### src/rtl/mux_arb_pkg.sv
// Shared types and sizing helpers for the ALU operand-mux round-robin arbiter.
package mux_arb_pkg;

  typedef enum logic {IDLE = 1'b0, GRANT = 1'b1} arb_state_e;

  localparam int DEF_MAX_HOLD = 4;

  // Width of a counter that must reach max_hold.
  function automatic int cnt_w(input int max_hold);
    return (max_hold < 1) ? 1 : $clog2(max_hold + 1);
  endfunction

endpackage

### src/rtl/rr_pick.sv
// Rotate-priority encoder: first set req bit at or after ptr, wrapping.
module rr_pick #(
  parameter int NUM_REQ   = 4,
  parameter int SEL_WIDTH = 2
) (
  input  logic [NUM_REQ-1:0]   req,
  input  logic [SEL_WIDTH-1:0] ptr,
  output logic                 found,
  output logic [SEL_WIDTH-1:0] idx
);

  logic [SEL_WIDTH-1:0] cand;

  // Scan from the far end back toward ptr so the nearest hit is written last.
  always_comb begin
    found = 1'b0;
    idx   = '0;
    cand  = '0;
    for (int i = NUM_REQ - 1; i >= 0; i--) begin
      cand = ptr + SEL_WIDTH'(i);
      if (req[cand]) begin
        found = 1'b1;
        idx   = cand;
      end
    end
  end

endmodule

### src/rtl/mux_rr_arbiter.sv
// Round-robin owner of the shared 4:1 ALU operand mux, with a bounded burst
// of accepted beats per grant and back-to-back re-grant on release.
module mux_rr_arbiter
  import mux_arb_pkg::*;
#(
  parameter int NUM_REQ   = 4,
  parameter int SEL_WIDTH = 2,
  parameter int MAX_HOLD  = DEF_MAX_HOLD
) (
  input  logic                 clk,
  input  logic                 rst_n,
  input  logic [NUM_REQ-1:0]   req,
  input  logic                 mux_ready,
  output logic [NUM_REQ-1:0]   gnt,
  output logic [SEL_WIDTH-1:0] sel,
  output logic                 busy
);

  localparam int              CW   = cnt_w(MAX_HOLD);
  localparam logic [CW-1:0]   LAST = CW'(MAX_HOLD - 1);

  arb_state_e           state;
  logic [SEL_WIDTH-1:0] owner, ptr, nxt_ptr;
  logic [CW-1:0]        cnt;
  logic                 owner_req, beat, rel;
  logic                 idle_found, re_found;
  logic [SEL_WIDTH-1:0] idle_idx, re_idx;

  assign owner_req = req[owner];
  assign beat      = (state == GRANT) && owner_req && mux_ready;
  // A dropped request never counts as a beat, so both causes fold into one release.
  assign rel       = (state == GRANT) && (!owner_req || (beat && cnt == LAST));
  assign nxt_ptr   = owner + SEL_WIDTH'(1);
  assign sel       = owner;

  rr_pick #(.NUM_REQ(NUM_REQ), .SEL_WIDTH(SEL_WIDTH)) u_idle_pick (
    .req   (req),
    .ptr   (ptr),
    .found (idle_found),
    .idx   (idle_idx)
  );

  // Starting at owner+1 leaves the old owner eligible but last in line;
  // a dropped owner's bit is already 0 in req.
  rr_pick #(.NUM_REQ(NUM_REQ), .SEL_WIDTH(SEL_WIDTH)) u_re_pick (
    .req   (req),
    .ptr   (nxt_ptr),
    .found (re_found),
    .idx   (re_idx)
  );

  always_ff @(posedge clk or negedge rst_n) begin
    if (!rst_n) begin
      state <= IDLE;
      owner <= '0;
      ptr   <= '0;
      cnt   <= '0;
      gnt   <= '0;
      busy  <= 1'b0;
    end else begin
      case (state)
        IDLE: begin
          gnt <= '0;
          if (idle_found) begin
            owner <= idle_idx;
            gnt   <= NUM_REQ'(1) << idle_idx;
            cnt   <= '0;
            busy  <= 1'b1;
            state <= GRANT;
          end
        end
        GRANT: begin
          if (rel) begin
            ptr <= nxt_ptr;
            cnt <= '0;
            if (re_found) begin
              owner <= re_idx;
              gnt   <= NUM_REQ'(1) << re_idx;
            end else begin
              gnt   <= '0;
              busy  <= 1'b0;
              state <= IDLE;
            end
          end else if (beat) begin
            cnt <= cnt + CW'(1);
          end
        end
        default: state <= IDLE;
      endcase
    end
  end

endmodule
### config.mk
export PLATFORM = sky130hd
export DESIGN_NAME = mux_rr_arbiter
export DESIGN_NICKNAME = d
export VERILOG_FILES = /design/src/rtl/mux_arb_pkg.sv /design/src/rtl/rr_pick.sv /design/src/rtl/mux_rr_arbiter.sv
export SDC_FILE = /design/constraint.sdc
export NUM_CORES = 1
export LEC_CHECK = 0
export ABC_CLOCK_PERIOD_IN_PS = 1600
export CORE_MARGIN = 3
export CORE_UTILIZATION = 48
export CTS_CLUSTER_DIAMETER = 60
export DETAILED_ROUTE_END_ITERATION = 12
export GPL_TIMING_DRIVEN = 1
export PLACE_DENSITY_LB_ADDON = 0.15
export SYNTH_ARGS = -nofsm -noshare
export SYNTH_HDL_FRONTEND = slang
export SYNTH_SLANG_ARGS = --single-unit
### constraint.sdc
create_clock -name clk -period 1.6 [get_ports clk]
set_input_delay 0.16 -clock clk [delete_from_list [all_inputs] [get_ports clk]]
set_output_delay 0.16 -clock clk [all_outputs]
set_load 0.03 [all_outputs]
Word level (Yosys, flattened, before mapping)

Index checks and enable logic that the tools add are counted.

Bits in registers: 13
Input bits: 7
Output and inout bits: 7
Logic and storage cells: 96

Add/sub/neg operators: 8
$lt $le $gt $ge: 9
Eq/ne operators: 6
Shift-type cells: 2
Muxes and demuxes: 54
Bitwise logic cells: 1
Reductions and logical operators: 10

Operators by type and width:

| cell                                                                          | number |
|---|---|
| 2-bit by 3-bit less-than comparator with 1-bit output (second input constant) | 9 |
| 1-bit two-way mux                                                             | 23 |
| 2-bit two-way mux                                                             | 11 |
| 1-bit binary-select mux with 2-bit select                                     | 9 |
| 4-bit two-way mux                                                             | 3 |
| 3-bit two-way mux                                                             | 3 |
| 2-bit adder (second input constant)                                           | 4 |
| 4-bit one-hot mux with 2 select lines                                         | 1 |
| 1-bit by 2-bit << shifter with 4-bit output (first input constant)            | 2 |
| 2-bit by 1-bit adder with 2-bit output (second input constant)                | 3 |
| 3-bit one-hot mux with 2 select lines                                         | 1 |
| 3-bit AND reduction                                                           | 2 |
| 1-bit logical AND                                                             | 4 |
| 2-bit by 1-bit != test with 1-bit output (second input constant)              | 2 |
| 2-bit != test (second input constant)                                         | 2 |
| 1-bit one-hot mux with 2 select lines                                         | 2 |
| 2-bit one-hot mux with 2 select lines                                         | 1 |
| 2-bit AND reduction                                                           | 2 |
| 3-bit by 1-bit adder with 3-bit output (second input constant)                | 1 |
| 3-bit by 2-bit == test with 1-bit output (second input constant)              | 1 |
| 3-bit by 1-bit != test with 1-bit output (second input constant)              | 1 |
| 1-bit logical NOT                                                             | 1 |
| 1-bit logical OR                                                              | 1 |
| 1-bit NOT                                                                     | 1 |

Depth between registers and ports, before layout

Depth after elaboration: 12
Gate-level depth with buffers: 7
Depth with buffers taken out: 7

Cells and area by module

A second synthesis with hierarchy kept.

Cells, all modules: 87
Area total of the unflattened synthesis: 875.8 µm²

Modules (own cells, without submodules):

| module         | instances | cells an instance | area an instance (µm²) | sequential area each (µm²) |
|---|---|---|---|---|
| mux_rr_arbiter | 1         | 61                | 720.7                  | 325.3 |
| rr_pick        | 2         | 13                | 77.6                   | 0.0 |

Worst setup path before layout

Ideal clock, no wire load.

Path kind: flip-flop to flip-flop
Start point: register owner[0], in the netlist sel[0]
End point: register gnt[0]
Library setup time: 0.121 ns
Arrival time: 1.630 ns
Data required time: 1.479 ns
Setup slack: -0.151 ns
Cell stages (with the launch flop): 6
Path buffers: 1
Period minus slack after synthesis: 1.751 ns
Cells stage by stage: dfrtp_1 > buf_6 > mux4_2 > nand3_4 > o21ai_1 > o22a_1

Cells in the longest elaborated chain, start to end: 12
Elaborated cells between the ends (all ways): 33
Those cells by class: add/sub (4); eq/ne (1); shift (1); mux (21); reduce/logical (6)

Ends and longest elaborated chain:

| what                                        | RTL line             | source |
|---|---|---|
| from (decl)                                 | mux_rr_arbiter.sv:23 | `logic [SEL_WIDTH-1:0] owner, ptr, nxt_ptr;` |
| from (signal assigned)                      | mux_rr_arbiter.sv:65 | `owner <= idle_idx;` |
| from (signal assigned)                      | mux_rr_arbiter.sv:77 | `owner <= re_idx;` |
| 2-bit by 1-bit adder with 2-bit output      | mux_rr_arbiter.sv:33 | `assign nxt_ptr = owner + SEL_WIDTH'(1);` |
| 2-bit adder                                 | rr_pick.sv:20        | `cand = ptr + SEL_WIDTH'(i);` |
| 1-bit binary-select mux with 2-bit select   | rr_pick.sv:21        | `if (req[cand]) begin` |
| 1-bit two-way mux (not written as such)     | rr_pick.sv:21        |  |
| 2-bit two-way mux (4 in series)             | rr_pick.sv:21        |  |
| 1-bit by 2-bit << shifter with 4-bit output | mux_rr_arbiter.sv:78 | `gnt <= NUM_REQ'(1) << re_idx;` |
| 4-bit two-way mux                           | mux_rr_arbiter.sv:76 | `if (re_found) begin` |
| 4-bit two-way mux                           | mux_rr_arbiter.sv:73 | `if (rel) begin` |
| 4-bit one-hot mux with 2 select lines       | mux_rr_arbiter.sv:61 | `case (state)` |
| to (signal assigned)                        | mux_rr_arbiter.sv:66 | `gnt <= NUM_REQ'(1) << idle_idx;` |
| to (signal assigned)                        | mux_rr_arbiter.sv:78 |  |
| to (decl)                                   | mux_rr_arbiter.sv:14 | `output logic [NUM_REQ-1:0] gnt,` |

Several ways; a longest one is shown, not always the timed one. The select of a mux whose other input is x is not followed.
A chain may end at the register's enable or synchronous reset.

Final worst setup path

Start point: register owner[0], in the netlist sel[0]
End point: register cnt[1]

Cells in the longest elaborated chain, start to end: 9
Elaborated cells between the ends (all ways): 12
Those cells by class: eq/ne (1); mux (4); reduce/logical (7)

Ends and longest elaborated chain:

| what                                                                          | RTL line             | source |
|---|---|---|
| 1-bit binary-select mux with 2-bit select *                                   | mux_rr_arbiter.sv:29 | `assign owner_req = req[owner];` |
| 1-bit two-way mux (not written as such) *                                     | mux_rr_arbiter.sv:29 |  |
| 1-bit logical AND (2 in series)                                               | mux_rr_arbiter.sv:30 | `assign beat = (state == GRANT) && owner_req && mux_ready;` |
| 1-bit logical AND                                                             | mux_rr_arbiter.sv:32 | `assign rel = (state == GRANT) && (!owner_req \|\| (beat && cnt == LAST));` |
| 1-bit logical OR                                                              | mux_rr_arbiter.sv:32 |  |
| 1-bit logical AND                                                             | mux_rr_arbiter.sv:32 |  |
| 3-bit two-way mux or 3-bit by 1-bit != test with 1-bit output (tied branches) | -                    |  |
| 3-bit one-hot mux with 2 select lines or 2-bit AND reduction (tied branches)  | -                    |  |
| to (signal assigned)                                                          | mux_rr_arbiter.sv:85 | `cnt <= cnt + CW'(1);` |
| to (decl)                                                                     | mux_rr_arbiter.sv:24 | `logic [CW-1:0] cnt;` |

Mark *: on every way between the ends. The rest lies on a longest branch, timed or not. The select of a mux whose other input is x is not followed.

==> summary.md <==
| Metric | Value |
|---|---|
| DP Area | `1110 um^2` |
| Fin util | `73.4%` |
| Syn Inst Count | `92` |
| Via density | `5.49` |
| Critical Path Start | `sel[0]` |
| Leakage power | `0.000528 uW` |
| Starting Density | `53.4%` |
| Comb power frac | `61.2%` |
| Sequential share of power | `28.5%` |
| Setup crit end kind | `flop` |
| Pwr Total | `2110 uW` |
| Final wirelength | `2090 um` |
| Yosys cell types | `36` |
| Rows | `14` |
| Ant. Diodes | `0` |
| Arr. time, crit path | `1780 ps` |
| Global routing's busiest layer | `met2` |
| R2R Setup Slk | `10 ps` |
| GRT Overall Usage | `19.7%` |
| CTS root buf | `clkbuf_4` |
| CP Max Fanout | `7` |
| Area of the core | `1590 um^2` |
| Final min period | `1590 ps` |
| Worst VDD drop | `1.20 mV` |
| Largest net degree at the start of global routing | `14` |
| Final Hold Viols | `0` |
| Switch Pwr | `945 uW` |
| CTS tree | `yes` |
| Status | `completed` |
| Hold Path Class | `primary input to async pin` |
| Worst-Skew Late Latency | `280 ps` |
| Synthesis-to-layout area growth | `37.5%` |
| Die Y | `48.1 um` |
| Worst clock skew | `6.56 ps` |
| Die X | `48.1 um` |
| Setup violations, final | `0` |
| Flops & latches, synth | `13` |
| Antenna-violating nets left | `0` |
| Met2 usage | `32.2%` |
| M3 GR Usage | `3.69%` |
| Final period util | `99.1%` |
| H-tree levels | `1` |
| Worst r2r dst | `cnt[1]` |
| Max cap viols | `0` |
| Crit path to | `cnt[1]` |
| CTS sink count | `13` |
| TritonRoute pass-1 iters | `4` |
| Critical Path RT | `1800 ps` |
| Rel. slew slack | `61.4%` |
| I/O Buffers | `13` |
| Register area share after synthesis | `38.2%` |
| Slew Viols, Final | `0` |
| Number of global-route vias before repair | `718` |
| Placer Congestion | `0.972` |
| Fraction of layout cells with a size suffix above 1 | `27.9%` |
| Startpoint types | `flop` |
| Sw Share | `44.7%` |
| Syn Nets | `101` |
| Die footprint | `2310 um^2` |
| DR vias | `801` |
| Dpl ws | `-241 ps` |
| Top Ports | `14` |
| P_int | `1170 uW` |
| Critical path class | `flop to flop` |
| Measured slew at the worst slew-check pin | `577 ps` |
| Setup_tns | `0 ps` |
| Worst r2r src | `sel[0]` |
| Layout fillers | `102` |
| Area of the mapped netlist | `851 um^2` |
| Clock share of power | `10.3%` |
| First-pass GRT wire length | `3160 um` |
| Final WS setup | `14.8 ps` |
| Grt total ovfl | `0` |
| RSZ-0062 raised after global routing | `yes` |
| DP Wirelength | `1520 um` |
| EDFF count, synth | `0` |
| Fmax | `631 MHz` |
| Met1 GRT Util | `26.6%` |
| Initial antenna violation count | `0` |
| Average size of a mapped cell | `9.25 um^2` |
| CTS buffer count | `3` |
| Final instance area | `1170 um^2` |
| Synth warn | `0` |
| Residual DRC | `0` |
| Iter 0 DRT Violations | `25` |
| Worst reg2reg path depth | `4` |
| Final nets | `132` |
| CTS max path bufs | `2` |
| PwrDens | `1800 nW/um^2` |
| Synth Flop Type | `dfrtp_1` |
| Clk pin slew, worst setup/hold paths | `90 ps` |
| FFs w/ async S/R, synth | `100%` |
| WL per Instance | `14.3 um` |
==> worst max-delay path, cell delays in order, from the launching register on <==
cell      delay (ps)
dfrtp_2          440
mux4_2           610
nand3b_1         150
o21ai_2          100
o31ai_2          200
==> cells by family (layout without fill, tap and decap cells) <==
kind of cell	after synthesis	count (layout)	synth area share, %
multiplexers	3	3	5.00
AO/OA/AOI/OAI	31	31	26.8
buffers and inverters	7	37	4.85
adder cells (fa/ha/maj)	2	2	2.94
flip-flops	13	13	38.2
XOR/XNOR	1	1	1.03
AND/OR/NAND/NOR	35	35	21.2
==> metrics by stage <==
step	instances	hold slack [ps]
finish	146	236
global route	146	280
CTS	146	277
detailed placement	141	478
global placement	141	469
floorplan	92	-136
==> cells in the final DEF (no fill, tap or decap), types with 2 or more instances in the layout <==
cell type,netlist,routed
inv_1,4,4
o21ai_1,3,5
a21oi_1,10,8
dlymetal6s2s_1,0,2
nor2_1,10,10
mux2i_1,2,2
nor3_1,3,3
a22oi_1,2,2
nand2b_1,3,3
ha_1,2,2
clkbuf_4,0,3
a211oi_4,0,2
o21ai_0,4,2
a21oi_2,0,2
clkdlybuf4s50_1,0,10
buf_4,2,16
dfrtp_1,13,12
nand2_1,11,11
==> layer usage <==
metal  part of all wire, %  routed length (um)
met2                    50                1040
met4                  0.43                   9
met3                   5.5                 115
met5                     0                   0
met1                    44                 924
==> power by group through the flow <==
stage | clock network [uW] | logic, uW | registers [uW]
after floorplan | 0 | 679 | 738
after global placement | 0 | 1190 | 612
after detailed placement | 0 | 1210 | 616
after CTS | 216 | 1230 | 602
after global routing | 239 | 1390 | 627
final | 218 | 1290 | 602
==> layout make-up <==
cell class / count / area, um^2 / area share (%)
Inverter: 4 / 15.0 / 1.28
Timing Repair Buffer: 29 / 254 / 21.7
Multi-Input combinational cell: 72 / 518 / 44.3
Tap cell: 24 / 30.0 / 2.57
Sequential cell: 13 / 327 / 27.9
Clock buffer: 4 / 26.3 / 2.25
==> sequential cells by signal (all words and copies together) (netlist names) <==
signal	flops
ptr	2
sel	2
gnt	4
state	1
cnt	3
busy	1
==> what timing repair did <==
| action | in CTS | in global routing |
|---|---|---|
| endpoints found under the setup margin | 4 | 8 |
| setup buffers | 1 | 0 |
| cloned | 0 | 0 |
| hold buffers | 0 | 0 |
| pin swaps | 0 | 3 |
| gates resized for setup | 1 | 6 |
==> synthesized netlist by cell type (2+ instances only) <==
cell type  instances  share of area, %
o21ai_1            3               1.8
mux2i_1            2               2.4
inv_1              4               1.8
ha_1               2               2.9
a21oi_1           10               5.9
a22oi_1            2               1.8
buf_4              2               1.8
dfrtp_1           13                38
nand2b_1           3               2.2
nand2_1           11               4.9
nor3_1             3               1.8
o21ai_0            4               2.4
nor2_1            10               4.4
==> worst min-delay path by stage <==
stage	depth (start not counted)	slack, ps	endpoint	from
after global routing	1	280	ptr[0]	rst_n
after CTS	1	280	ptr[0]	rst_n
after floorplan	0	-140	busy	rst_n
after detailed placement	2	480	cnt[2]	cnt[2]
after global placement	1	470	cnt[0]	cnt[0]
final	1	240	sel[1]	rst_n
No activity file was read; power rests on OpenSTA's default activity.
